## src/rtl/wr_sel_arbiter.sv

```systemverilog
// Register-file write-select arbiter: grants one of {held B, A, B} per cycle and
// drives a registered one-hot write enable, optionally discarding zero-register writes.
module wr_sel_arbiter #(
    parameter int ADDR_W   = 5,
    parameter int ZERO_EN  = 1,
    parameter int ZERO_IDX = 31
) (
    input  logic                   clk,
    input  logic                   reset,
    input  logic                   flush,
    input  logic                   a_valid,
    input  logic [ADDR_W-1:0]      a_sel,
    output logic                   a_ready,
    input  logic                   b_valid,
    input  logic [ADDR_W-1:0]      b_sel,
    output logic                   b_ready,
    output logic [2**ADDR_W-1:0]   wr_en,
    output logic [ADDR_W-1:0]      wr_sel,
    output logic                   wr_src,
    output logic [15:0]            drop_cnt
);

    localparam int                NREGS    = 2**ADDR_W;
    localparam logic [ADDR_W-1:0] ZERO_SEL = ADDR_W'(ZERO_IDX);

    logic                hold_full_reg, hold_full_next;
    logic [ADDR_W-1:0]   hold_sel_reg,  hold_sel_next;
    logic [NREGS-1:0]    wr_en_reg,     wr_en_next;
    logic [ADDR_W-1:0]   wr_sel_reg,    wr_sel_next;
    logic                wr_src_reg,    wr_src_next;
    logic [15:0]         drop_cnt_reg,  drop_cnt_next;

    logic                grant_valid;
    logic [ADDR_W-1:0]   grant_sel;
    logic                grant_src;
    logic                suppress;

    // Ready is a pure function of the slot so there is no valid->ready path.
    assign a_ready = !hold_full_reg;
    assign b_ready = !hold_full_reg;

    always_comb begin
        grant_valid    = 1'b0;
        grant_sel      = '0;
        grant_src      = 1'b0;
        hold_full_next = hold_full_reg;
        hold_sel_next  = hold_sel_reg;
        if (hold_full_reg) begin
            grant_valid    = 1'b1;
            grant_sel      = hold_sel_reg;
            grant_src      = 1'b1;
            hold_full_next = 1'b0;
        end else if (a_valid) begin
            grant_valid = 1'b1;
            grant_sel   = a_sel;
            grant_src   = 1'b0;
            if (b_valid) begin
                hold_full_next = 1'b1;
                hold_sel_next  = b_sel;
            end
        end else if (b_valid) begin
            grant_valid = 1'b1;
            grant_sel   = b_sel;
            grant_src   = 1'b1;
        end
        // Flush still lets handshakes complete; the accepted requests are simply discarded.
        if (flush) begin
            grant_valid    = 1'b0;
            hold_full_next = 1'b0;
        end
    end

    assign suppress    = (ZERO_EN != 0) && grant_valid && (grant_sel == ZERO_SEL);
    assign wr_sel_next = grant_valid ? grant_sel : '0;
    assign wr_src_next = grant_valid ? grant_src : 1'b0;

    always_comb begin
        drop_cnt_next = drop_cnt_reg;
        if (suppress && (drop_cnt_reg != 16'hFFFF))
            drop_cnt_next = drop_cnt_reg + 16'd1;
    end

    generate
        for (genvar gi = 0; gi < NREGS; gi++) begin : g_decode
            assign wr_en_next[gi] = grant_valid && !suppress && (grant_sel == ADDR_W'(gi));
        end
    endgenerate

    always_ff @(posedge clk or posedge reset) begin
        if (reset) begin
            hold_full_reg <= 1'b0;
            hold_sel_reg  <= '0;
            wr_en_reg     <= '0;
            wr_sel_reg    <= '0;
            wr_src_reg    <= 1'b0;
            drop_cnt_reg  <= 16'd0;
        end else begin
            hold_full_reg <= hold_full_next;
            hold_sel_reg  <= hold_sel_next;
            wr_en_reg     <= wr_en_next;
            wr_sel_reg    <= wr_sel_next;
            wr_src_reg    <= wr_src_next;
            drop_cnt_reg  <= drop_cnt_next;
        end
    end

    assign wr_en    = wr_en_reg;
    assign wr_sel   = wr_sel_reg;
    assign wr_src   = wr_src_reg;
    assign drop_cnt = drop_cnt_reg;

endmodule
```

## config.mk

```make
export PLATFORM = sky130hd
export DESIGN_NAME = wr_sel_arbiter
export DESIGN_NICKNAME = d
export VERILOG_FILES = /design/src/rtl/wr_sel_arbiter.sv
export SDC_FILE = /design/constraint.sdc
export NUM_CORES = 1
export LEC_CHECK = 0
export ABC_AREA = 1
export BUFFER_PORTS_ARGS = -buffer_cell sky130_fd_sc_hd__buf_4
export CORE_AREA = 2 2 56 98
export CTS_CLUSTER_SIZE = 16
export DETAILED_ROUTE_END_ITERATION = 10
export DIE_AREA = 0 0 58 100
export GPL_TIMING_DRIVEN = 0
export PLACE_DENSITY = 0.93
export SKIP_CTS_REPAIR_TIMING = 1
export SYNTH_ARGS = -nofsm -noshare
export SYNTH_HDL_FRONTEND = slang
export SYNTH_SLANG_ARGS = --single-unit
export TNS_END_PERCENT = 30
```

## constraint.sdc

```tcl
create_clock -name clk -period 4.1 [get_ports clk]
set_input_delay 0.82 -clock clk [delete_from_list [all_inputs] [get_ports clk]]
set_output_delay 0.82 -clock clk [all_outputs]
set_load 0.01 [all_outputs]
```

==> summary.md <==
| Metric | Value |
|---|---|
| Initial DRC count | `178` |
| CP most frequent cell | `buf_4` |
| CP top delay family | `flip-flops` |
| Met1 wire length | `2200 µm` |
| Max-slew violations | `0` |
| Vias | `around 2,400` |
| Gate Count Post-Synth | `311` |
| Peak supply drop | `0.315 mV` |
| Flip-flop and latch count after synthesis | `60` |
| Clock Tree Buf Depth | `2` |
| Cell area after synthesis | `2730 µm²` |
| Antenna Nets Post-Route | `0` |
| Vias/cell | `around 5.4` |
| Initial core utilization | `53.7%` |
| Most frequent cells in the layout | `nand2_1, buf_4, dfrtp_1` |
| Yosys cell types | `26` |
| Cell area after layout | `3540 µm²` |
| Final TNS setup | `0 ps` |
| CTS buffer count | `9` |
| Clock sinks | `60` |
| Worst Setup End Kind | `output port` |
| Highest Clock Rate | `approximately 500 MHz` |
| Final net count | `about 400` |
| Antenna fix cells | `0` |
| Num ports | `71` |
| DR WL met2 | `3860 µm` |
| Slew headroom | `63.8%` |
| Largest register FFs | `32` |
| Final Skew | `7.98 ps` |
| Final Hold Vio Count | `0` |
| Syn. warnings | `0` |
| First-pass DRT Iterations | `4` |
| Worst-path cell chain | `inv_2, buf_4, buf_4` |
| Max cap viols | `0` |
| RSZ-0062 raised after global routing | `no` |
| Die height | `100 µm` |
| IO Port Bufs | `between 60 and 70` |
| Vias in the first global route | `between 2,000 and 2,500` |
| P per Cell Area | `369 nW/µm²` |
| Commonest non-fill, non-tap cell in the layout | `nand2_1` |
| WP data arrival | `1190 ps` |
| Row Count | `35` |
| Highest fanout seen on the critical path | `10` |
| Setup CP Type | `reg -> out` |
| Syn_nets | `327` |
| Reg clk slew, reported paths | `70 ps` |
| Share of cells above drive strength 1 | `29.2%` |
| Period minus WS final | `~2000 ps` |
| Clk Latency, worst-skew pair | `340 ps` |
| Buffer and inverter count on the worst path | `3` |
| Lkg Pwr | `about 1.9 nW` |
| Initial antenna violation count | `0` |
| Routed WL | `6780 µm` |
| P&R area growth vs syn | `29.7%` |
| CTS tree | `done` |
| H-tree depth | `3` |
| DRC violations left | `0` |
| Total congestion overflow | `0` |
| First-pass GRT wire length | `approximately 11,000 µm` |
| Gr usage total | `between 20% and 30%` |
| Max incr delay on CP | `450 ps` |
| Synthesized area per cell | `8.77 µm²` |
| WP data required | `3280 ps` |
| Die Area | `5800 µm²` |
| Status | `completed` |
| Hold crit path type | `in -> async` |
| Register area share after synthesis | `55.0%` |
| Worst slew pin tran | `roughly 540 ps` |
| Clk Tree Root Cell | `clkbuf_8` |
| Drt wl/cell | `15.0 µm` |
| GP Congestion | `~0.93` |
| DP HPWL | `4900 µm` |
| Core Area | `5080 µm²` |
| Highest metal used | `met4` |
| Largest net degree at the start of global routing | `42` |
| Placed cell areas | `3330 µm²` |
| Worst setup SP type | `register` |
| Met3 wire length | `455 µm` |
| Fin crit share | `between 40% and 50%` |
| # setup viols final | `0` |
| Chip width | `58 µm` |
| Crit-path slowest cell | `dfrtp_1` |
[per-layer routing]
layer	vias up	GRT usage [%]
met5	-	0
met4	0	16.6
met3	30	7.47
met2	119	46.1
met1	1135	26.9
li1	1138	-
[cell type report]
cell class	instances	area, µm²
Clock buffer	12	155
Tap cell	55	68.8
Buffer	9	75.1
Timing Repair Buffer	70	538
Fill cell	392	1540
Multi-Input combinational cell	216	1050
Sequential cell	60	1500
Clock inverter	4	47.5
Inverter	26	97.6
[per-stage QoR]
stage	instances	power [mW]	hold WS, ps	util [%]	worst slack [ps]
2_1_floorplan	311	0.722	474	-	1800
3_3_place_gp	435	0.773	487	65.2	1140
3_5_place_dp	436	0.781	494	65.6	1930
4_1_cts	452	1.32	502	69.6	2060
5_1_grt	452	1.36	520	69.6	1990
6_report	452	1.31	502	69.6	2090
[power breakdown]
part	total [mW]	switching, mW	internal, mW
clock network	0.539	0.227	0.312
registers	0.627	0.0133	0.613
logic	0.141	0.0852	0.0558
total	1.31	0.325	0.981
[cells in the mapped netlist]
master	instances	area share, %
nor2_1	52	7.2
nand3_1	13	2.4
inv_2	3	0.41
nand3_4	1	0.64
inv_1	23	3.2
nand2_2	5	1.1
xor2_1	2	0.64
buf_6	4	1.7
conb_1	1	0.14
nor2_2	3	0.69
nand4_4	1	0.78
a21oi_1	2	0.37
buf_4	2	0.55
o21bai_2	1	0.41
nand2_1	96	13
nor3b_1	1	0.28
o21ai_0	3	0.55
dfrtp_1	60	55
xnor2_1	5	1.6
buf_2	3	0.55
mux2_2	5	2.1
nor2_8	1	0.73
ha_1	1	0.46
nand4_1	20	4.6
nor3_1	2	0.37
nand2_4	1	0.41
[worst paths after layout]
path / endpoint / start / slack (ps) / cells after the start
worst max-delay path: b_ready / hold_full_reg / 2090 / 3
worst min-delay path: drop_cnt[7] / reset / 500 / 2
worst max register to register: drop_cnt[4] / drop_cnt[0] / 2140 / 7
worst min register to register: hold_sel_reg[4] / hold_sel_reg[4] / 510 / 1
max in group asynchronous: wr_en[30] / reset / 3010 / 3
min in group clk: hold_sel_reg[4] / hold_sel_reg[4] / 510 / 1
[kinds of logic after synthesis]
group,Yosys count,share of synthesized area [%]
multiplexers,5,2.06
buffers and inverters,35,6.33
AND/OR/NAND/NOR,196,32.4
XOR/XNOR,7,2.25
AO/OA/AOI/OAI,6,1.33
flip-flops,60,55.0
other,1,0.137
adder cells (fa/ha/maj),1,0.459
Power figures use the tool's default switching activity.
